==> config.mk <==
export PLATFORM = sky130hd
export DESIGN_NAME = fetch_unit_flat
export DESIGN_NICKNAME = d
export VERILOG_FILES = /design/src/rtl/fetch_unit_pkg.sv /design/src/rtl/fetch_unit_if.sv /design/src/rtl/fetch_unit_fifo.sv /design/src/rtl/fetch_unit.sv /design/src/flat_wrapper.sv
export SDC_FILE = /design/constraint.sdc
export NUM_CORES = 1
export LEC_CHECK = 0
export CAP_MARGIN = 20
export CORE_MARGIN = 2
export CORE_UTILIZATION = 30
export CTS_CLUSTER_SIZE = 20
export DETAILED_ROUTE_END_ITERATION = 16
export SLEW_MARGIN = 15
export SYNTH_ARGS = -nofsm -noshare
export SYNTH_HDL_FRONTEND = slang
export SYNTH_HIERARCHICAL = 1
export SYNTH_SLANG_ARGS = --single-unit
==> constraint.sdc <==
create_clock -name clk -period 5.9 [get_ports clk]
set_input_delay 1.18 -clock clk [delete_from_list [all_inputs] [get_ports clk]]
set_output_delay 1.18 -clock clk [all_outputs]
set_load 0.005 [all_outputs]
==> src/rtl/fetch_unit_pkg.sv <==
// Shared types and constants for the instruction-fetch stage.
package fetch_unit_pkg;

  localparam logic [15:0] INST_NOP = 16'h0000;

  typedef enum logic [1:0] {
    ST_RUN     = 2'd0,
    ST_DISCARD = 2'd1,
    ST_HALTED  = 2'd2
  } fetch_state_t;

endpackage

==> src/rtl/fetch_unit_if.sv <==
// Instruction-memory read bus between the fetch stage (master) and memory (slave).
interface fetch_unit_if #(
  parameter int AW = 16,
  parameter int DW = 16
);
  logic          imem_req;
  logic [AW-1:0] imem_addr;
  logic          imem_valid;
  logic [DW-1:0] imem_rdata;

  modport master (output imem_req, output imem_addr, input imem_valid, input imem_rdata);
  modport slave  (input imem_req, input imem_addr, output imem_valid, output imem_rdata);
endinterface

==> src/rtl/fetch_unit_fifo.sv <==
// Prefetch FIFO: DEPTH entries, wrapping pointers, synchronous clear that beats push/pop.
module fetch_fifo #(
  parameter int W     = 32,
  parameter int DEPTH = 2
) (
  input  logic                   clk,
  input  logic                   reset,
  input  logic                   clear,
  input  logic                   push,
  input  logic [W-1:0]           wdata,
  input  logic                   pop,
  output logic [W-1:0]           rdata,
  output logic [$clog2(DEPTH):0] count,
  output logic                   empty
);
  localparam int PW = $clog2(DEPTH);
  localparam int CW = PW + 1;

  logic [W-1:0]  mem_r [DEPTH];
  logic [PW-1:0] wr_ptr_r;
  logic [PW-1:0] rd_ptr_r;
  logic [CW-1:0] count_r;
  logic          full_s;
  logic          push_ok_s;
  logic          pop_ok_s;

  assign full_s    = (count_r == CW'(DEPTH));
  assign empty     = (count_r == {CW{1'b0}});
  assign pop_ok_s  = pop & !empty & !clear;
  // A pop frees the head slot in the same cycle, so a full FIFO may still accept a push.
  assign push_ok_s = push & !clear & (!full_s | pop_ok_s);
  assign rdata     = mem_r[rd_ptr_r];
  assign count     = count_r;

  // Pointer and occupancy bookkeeping.
  always_ff @(posedge clk or negedge reset) begin
    if (!reset) begin
      wr_ptr_r <= {PW{1'b0}};
      rd_ptr_r <= {PW{1'b0}};
      count_r  <= {CW{1'b0}};
    end else if (clear) begin
      wr_ptr_r <= {PW{1'b0}};
      rd_ptr_r <= {PW{1'b0}};
      count_r  <= {CW{1'b0}};
    end else begin
      if (push_ok_s) begin
        wr_ptr_r <= wr_ptr_r + PW'(1);
      end
      if (pop_ok_s) begin
        rd_ptr_r <= rd_ptr_r + PW'(1);
      end
      case ({push_ok_s, pop_ok_s})
        2'b10:   count_r <= count_r + CW'(1);
        2'b01:   count_r <= count_r - CW'(1);
        default: count_r <= count_r;
      endcase
    end
  end

  // Entry storage; contents are only observed through counted, valid slots.
  always_ff @(posedge clk) begin
    if (push_ok_s) begin
      mem_r[wr_ptr_r] <= wdata;
    end
  end

endmodule

==> src/rtl/fetch_unit.sv <==
// Instruction-fetch stage: PC, single-outstanding imem reads, prefetch FIFO and IF/ID register.
module fetch_unit
  import fetch_unit_pkg::*;
#(
  parameter int            AW       = 16,
  parameter int            DW       = 16,
  parameter int            QDEPTH   = 2,
  parameter logic [AW-1:0] RESET_PC = {AW{1'b0}}
) (
  input  logic          clk,
  input  logic          reset,
  input  logic          jump,
  input  logic [AW-1:0] jump_target,
  input  logic          en_pc,
  input  logic          en_ifid,
  input  logic          flush_ifid,
  input  logic          halt,
  fetch_unit_if.master  imem,
  output logic [DW-1:0] inst_id,
  output logic [AW-1:0] pcinc_id,
  output logic          flushed
);
  localparam int CW = $clog2(QDEPTH) + 1;

  fetch_state_t   state_r;
  fetch_state_t   state_s;
  logic [AW-1:0]  pc_r;
  logic [AW-1:0]  req_pc_r;
  logic           outstanding_r;
  logic           started_r;
  logic           jump_s;
  logic           issue_s;
  logic           push_s;
  logic           pop_s;
  logic           resp_s;
  logic [DW+AW-1:0] fifo_wdata_s;
  logic [DW+AW-1:0] fifo_rdata_s;
  logic [CW-1:0]  fifo_count_s;
  logic           fifo_empty_s;

  assign resp_s        = imem.imem_valid & outstanding_r;
  assign imem.imem_req  = issue_s;
  assign imem.imem_addr = pc_r;
  assign fifo_wdata_s  = {imem.imem_rdata, req_pc_r + AW'(1)};
  assign pop_s         = !jump_s & !flush_ifid & en_ifid & !fifo_empty_s;

  // Next-state, redirect, issue and push decisions.
  always_comb begin
    state_s = state_r;
    jump_s  = 1'b0;
    issue_s = 1'b0;
    push_s  = 1'b0;
    case (state_r)
      ST_RUN: begin
        if (halt) begin
          state_s = ST_HALTED;
        end else if (jump) begin
          jump_s = 1'b1;
          // The in-flight word belongs to the old stream; wait for it and drop it.
          if (outstanding_r & !imem.imem_valid) begin
            state_s = ST_DISCARD;
          end else begin
            state_s = ST_RUN;
          end
        end else begin
          push_s  = resp_s;
          // Counting occupancy with nothing outstanding reserves a slot for the reply.
          issue_s = started_r & en_pc & !outstanding_r & (fifo_count_s < CW'(QDEPTH));
        end
      end
      ST_DISCARD: begin
        if (halt) begin
          state_s = ST_HALTED;
        end else begin
          jump_s = jump;
          if (resp_s) begin
            state_s = ST_RUN;
          end else begin
            state_s = ST_DISCARD;
          end
        end
      end
      ST_HALTED: begin
        state_s = ST_HALTED;
      end
      default: begin
        state_s = ST_HALTED;
      end
    endcase
  end

  // PC, request tracking and FSM state registers.
  always_ff @(posedge clk or negedge reset) begin
    if (!reset) begin
      state_r       <= ST_RUN;
      pc_r          <= RESET_PC;
      req_pc_r      <= RESET_PC;
      outstanding_r <= 1'b0;
      started_r     <= 1'b0;
    end else begin
      state_r   <= state_s;
      started_r <= 1'b1;
      if (jump_s) begin
        pc_r <= jump_target;
      end else if (issue_s) begin
        pc_r <= pc_r + AW'(1);
      end else begin
        pc_r <= pc_r;
      end
      if (issue_s) begin
        req_pc_r <= pc_r;
      end
      if (issue_s) begin
        outstanding_r <= 1'b1;
      end else if (resp_s) begin
        outstanding_r <= 1'b0;
      end else begin
        outstanding_r <= outstanding_r;
      end
    end
  end

  fetch_fifo #(
    .W     (DW + AW),
    .DEPTH (QDEPTH)
  ) u_fifo (
    .clk   (clk),
    .reset (reset),
    .clear (jump_s),
    .push  (push_s),
    .wdata (fifo_wdata_s),
    .pop   (pop_s),
    .rdata (fifo_rdata_s),
    .count (fifo_count_s),
    .empty (fifo_empty_s)
  );

  // IF/ID register; a bubble keeps the previous pcinc_id.
  always_ff @(posedge clk or negedge reset) begin
    if (!reset) begin
      inst_id  <= DW'(INST_NOP);
      pcinc_id <= {AW{1'b0}};
      flushed  <= 1'b1;
    end else if (jump_s | flush_ifid) begin
      inst_id <= DW'(INST_NOP);
      flushed <= 1'b1;
    end else if (!en_ifid) begin
      inst_id  <= inst_id;
      pcinc_id <= pcinc_id;
      flushed  <= flushed;
    end else if (!fifo_empty_s) begin
      inst_id  <= fifo_rdata_s[DW+AW-1:AW];
      pcinc_id <= fifo_rdata_s[AW-1:0];
      flushed  <= 1'b0;
    end else begin
      inst_id <= DW'(INST_NOP);
      flushed <= 1'b1;
    end
  end

endmodule

==> src/flat_wrapper.sv <==
// flat-port wrapper written by rule: the top's interface ports become plain ports
module fetch_unit_flat import fetch_unit_pkg::*;
#(
  parameter int            AW       = 16,
  parameter int            DW       = 16,
  parameter int            QDEPTH   = 2,
  parameter logic [AW-1:0] RESET_PC = {AW{1'b0}}
)
  (clk, reset, jump, jump_target, en_pc, en_ifid, flush_ifid, halt, inst_id, pcinc_id, flushed, imem_imem_req, imem_imem_addr, imem_imem_valid, imem_imem_rdata);
  fetch_unit_if #(.AW(AW), .DW(DW)) imem_i ();
  input  logic clk;
  input  logic reset;
  input  logic jump;
  input  logic [AW-1:0] jump_target;
  input  logic en_pc;
  input  logic en_ifid;
  input  logic flush_ifid;
  input  logic halt;
  output logic [DW-1:0] inst_id;
  output logic [AW-1:0] pcinc_id;
  output logic flushed;
  output wire logic [$bits(imem_i.imem_req)-1:0] imem_imem_req;
  output wire logic [$bits(imem_i.imem_addr)-1:0] imem_imem_addr;
  input wire logic [$bits(imem_i.imem_valid)-1:0] imem_imem_valid;
  input wire logic [$bits(imem_i.imem_rdata)-1:0] imem_imem_rdata;
  assign imem_imem_req = imem_i.imem_req;
  assign imem_imem_addr = imem_i.imem_addr;
  assign imem_i.imem_valid = imem_imem_valid;
  assign imem_i.imem_rdata = imem_imem_rdata;
  fetch_unit #(.AW(AW), .DW(DW), .QDEPTH(QDEPTH), .RESET_PC(RESET_PC)) u_core (.clk(clk), .reset(reset), .jump(jump), .jump_target(jump_target), .en_pc(en_pc), .en_ifid(en_ifid), .flush_ifid(flush_ifid), .halt(halt), .imem(imem_i), .inst_id(inst_id), .pcinc_id(pcinc_id), .flushed(flushed));
endmodule
==> impl_metrics.env <==
export IMPL_clk_latency_ns=0.42
export IMPL_grt_overflow=0
export IMPL_num_rows=50
export IMPL_crit_top_cell="clkdlybuf4s50_1"
export IMPL_finalSetupTns_ns=0
export IMPL_cp_start_kind="primary input"
export IMPL_post_cts_buffers=0
export IMPL_synth_area_per_cell_um2=13.7
export IMPL_avgViaCountPerCell=4.78
export IMPL_postCtsResizedCells=0
export IMPL_dp_hpwl_um=8710
export IMPL_cp_cell_sequence="clkdlybuf4s50_1 -> nor4_2 -> nand2_2 -> inv_1 -> clkdlybuf4s50_1"
export IMPL_synth_top_family_by_area="simple AND/OR/NAND/NOR gates"
export IMPL_cts_buffer_depth=2
export IMPL_synthDistinctLibCells=54
export IMPL_grt_pass1_vias=3821
export IMPL_pre_cts_ws_ns=1.46
export IMPL_slew_headroom_pct=35.2
export IMPL_path_class="in -> out"
export IMPL_register_area_um2=3750
export IMPL_status="completed"
export IMPL_die_y_um=142
export IMPL_ant_nets=0
export IMPL_num_vias=3632
export IMPL_min_period_ns=4.45
export IMPL_holdBufCountCts=0
export IMPL_synth_compound_area_share_pct=6.92
export IMPL_crit_fanout=28
export IMPL_drt_iter0_drc=191
export IMPL_fp_dieW_um=142
export IMPL_cap_violations=0
export IMPL_max_stage_delay_ns=0.52
export IMPL_hold_path_class="reg -> reg"
export IMPL_place_gp_congestion=0.875
export IMPL_first_pass_iters=4
export IMPL_worstPathRequired_ns=4.72
export IMPL_grt_antenna_before_repair=0
export IMPL_layout_nets=555
export IMPL_start_util_pct=30.6
export IMPL_synth_fa_ha_area_share_pct=0.436
export IMPL_area_growth_pct=30.9
export IMPL_finalMaxSlewViolations=0
export IMPL_postLayoutSetupSlackWorst_ns=1.45
export IMPL_mostFrequentLayoutCells="clkdlybuf4s50_1, dfrtp_1, edfxtp_1, nand2_1, mux2_2"
export IMPL_clockRootBuffer="clkbuf_16"
export IMPL_synth_top_area_cell="edfxtp_1"
export IMPL_drt_wl_total_um=12500
export IMPL_grt_setup_unrepaired="no"
export IMPL_tightestPinTransition_ns=0.967
export IMPL_netlist_area_leader_share_pct=33.5
export IMPL_fillers=1729
export IMPL_finalHoldViolCount=0
export IMPL_crit_arrival_ns=3.27
export IMPL_drive_gt1_share_pct=19.2
export IMPL_synth_seq_area_share_pct=65.4
export IMPL_io_pins=90
export IMPL_cts_made_buffers=17
export IMPL_core_area_um2=18700
export IMPL_p_leak_nw=3.01
export IMPL_synthSimpleGateAreaFrac_pct=12.8
export IMPL_io_buffers=89
export IMPL_synth_mux_area_share_pct=9.43
export IMPL_clock_skew_final_ns=0.0104
export IMPL_clkTransAtPathRegs_ns=0.06
export IMPL_drc=0
export IMPL_mostFrequentLayoutCell="clkdlybuf4s50_1"
export IMPL_htreeDepth=4
export IMPL_ir_drop_uv=194
export IMPL_stdcell_area_um2=7500
export IMPL_synth_area_leaders="edfxtp_1, dfrtp_1, mux2_2, nand2_1, a22o_1"
export IMPL_synth_cells=417
export IMPL_syn_num_nets=459
export IMPL_antenna_cells=0
export IMPL_grt_max_degree=74
export IMPL_synth_seq_cells=137
export IMPL_cp_end_kind="output port"
export IMPL_synth_xor_area_share_pct=2.90
export IMPL_dp_cells=728
export IMPL_final_cells=760
export IMPL_die_area_um2=20200
export IMPL_netlist_area_um2=5730
export IMPL_utilization_pct=40.1
export IMPL_wire_per_inst_um=16.5
export IMPL_fin_crit_sh_pct=75.4
export IMPL_multi_input_area_um2=1890
export IMPL_placedInstanceArea_um2=6890
export IMPL_cp_slowest_cell="clkdlybuf4s50_1"
export IMPL_grt_usage_pct=13.2
export IMPL_finalSetupViolCount=0
export IMPL_cts_tree="done"
export IMPL_cts_sinks=137
export IMPL_powerDensity_nw_per_um2=298
export IMPL_yosys_warnings=6
export IMPL_clock_fmax_ghz=0.225
export IMPL_grt_pass1_wl_um=20500
flip-flops by register name (all words and copies together) (netlist names):
register,flops
u_core/imem.imem_addr,16
u_core/u_fifo/count,2
u_core/flushed,1
u_core/state_r,2
u_core/u_fifo/wr_ptr_r,1
u_core/pcinc_id,16
u_core/outstanding_r,1
u_core/u_fifo/rd_ptr_r,1
u_core/req_pc_r,16
u_core/u_fifo/mem_r,64
u_core/inst_id,16
u_core/started_r,1
per-layer routing:
layer  global-route usage [%]  part of all wire, %
met1                     17.3                   46
met2                     21.2                   49
met3                     3.16                  3.4
met4                     5.42                  1.6
met5                        0                    0
synthesized netlist by cell type (all sizes together):
library cell  count
edfxtp           64
nand2b            1
xnor2            11
nand3            16
a211oi            2
a21bo             1
and2              2
nor4b             2
and4bb            2
and4b             1
and3              6
conb              1
inv               6
nor2b             1
a21boi            1
nor4              3
and4              6
o221a             2
o21ai            13
a31oi             4
dfstp             1
a21oi             5
mux2             48
nand4             6
ha                2
a22o             16
a221o             2
or3               3
or4               4
or2               1
xor2              8
nand2            63
dfrtp            72
nor3              2
nor3b             2
clkbuf            5
a22oi             2
or4bb             1
a2111oi           1
nor2             11
o22ai             1
buf              12
or3b              1
o311ai            3
kinds of logic after synthesis:
group,after synthesis
flip-flops,137
AND/OR/NAND/NOR,134
AO/OA/AOI/OAI,53
multiplexers,48
buffers and inverters,23
XOR/XNOR,19
adder cells (fa/ha/maj),2
other,1
per-stage QoR:
step | power [mW] | hold WS, ns
floorplan | 1.10 | 0.451
global placement | 1.21 | 0.451
detailed placement | 1.21 | 0.461
CTS | 2.26 | 0.470
global route | 2.32 | 0.493
finish | 2.23 | 0.475
final cells by class:
| type | instances | area share [%] |
|---|---|---|
| Multi-Input combinational cell | 257 | 25.2 |
| Tap cell | 234 | 3.90 |
| Sequential cell | 137 | 50.0 |
| Timing Repair Buffer | 94 | 12.5 |
| Inverter | 6 | 0.333 |
| Clock buffer | 28 | 7.74 |
| Clock inverter | 4 | 0.317 |
where the power goes:
| group | internal, mW | switching (mW) |
|---|---|---|
| clock network | 0.669 | 0.376 |
| registers | 1.02 | 0.0300 |
| logic | 0.0861 | 0.0480 |
| total | 1.78 | 0.454 |
worst max-delay path: cells and delay by family:
| kind | cells | cell delay [ns] |
|---|---|---|
| simple gates | 2 | 0.91 |
| buf+inv | 3 | 1.18 |
worst paths after layout:
path | cells after the start | start | slack (ns) | end
min in group asynchronous | 1 | reset | 0.92 | u_core/pcinc_id[11]
worst min register to register | 2 | u_core/flushed | 0.47 | u_core/flushed
max in group asynchronous | 1 | reset | 4.36 | u_core/inst_id[3]
worst min-delay path | 2 | u_core/flushed | 0.47 | u_core/flushed
worst max register to register | 6 | u_core/state_r[1] | 2.81 | u_core/u_fifo/mem_r[0][9]
worst max-delay path | 5 | halt | 1.45 | imem_imem_req
(Power assumes the default switching activity.)
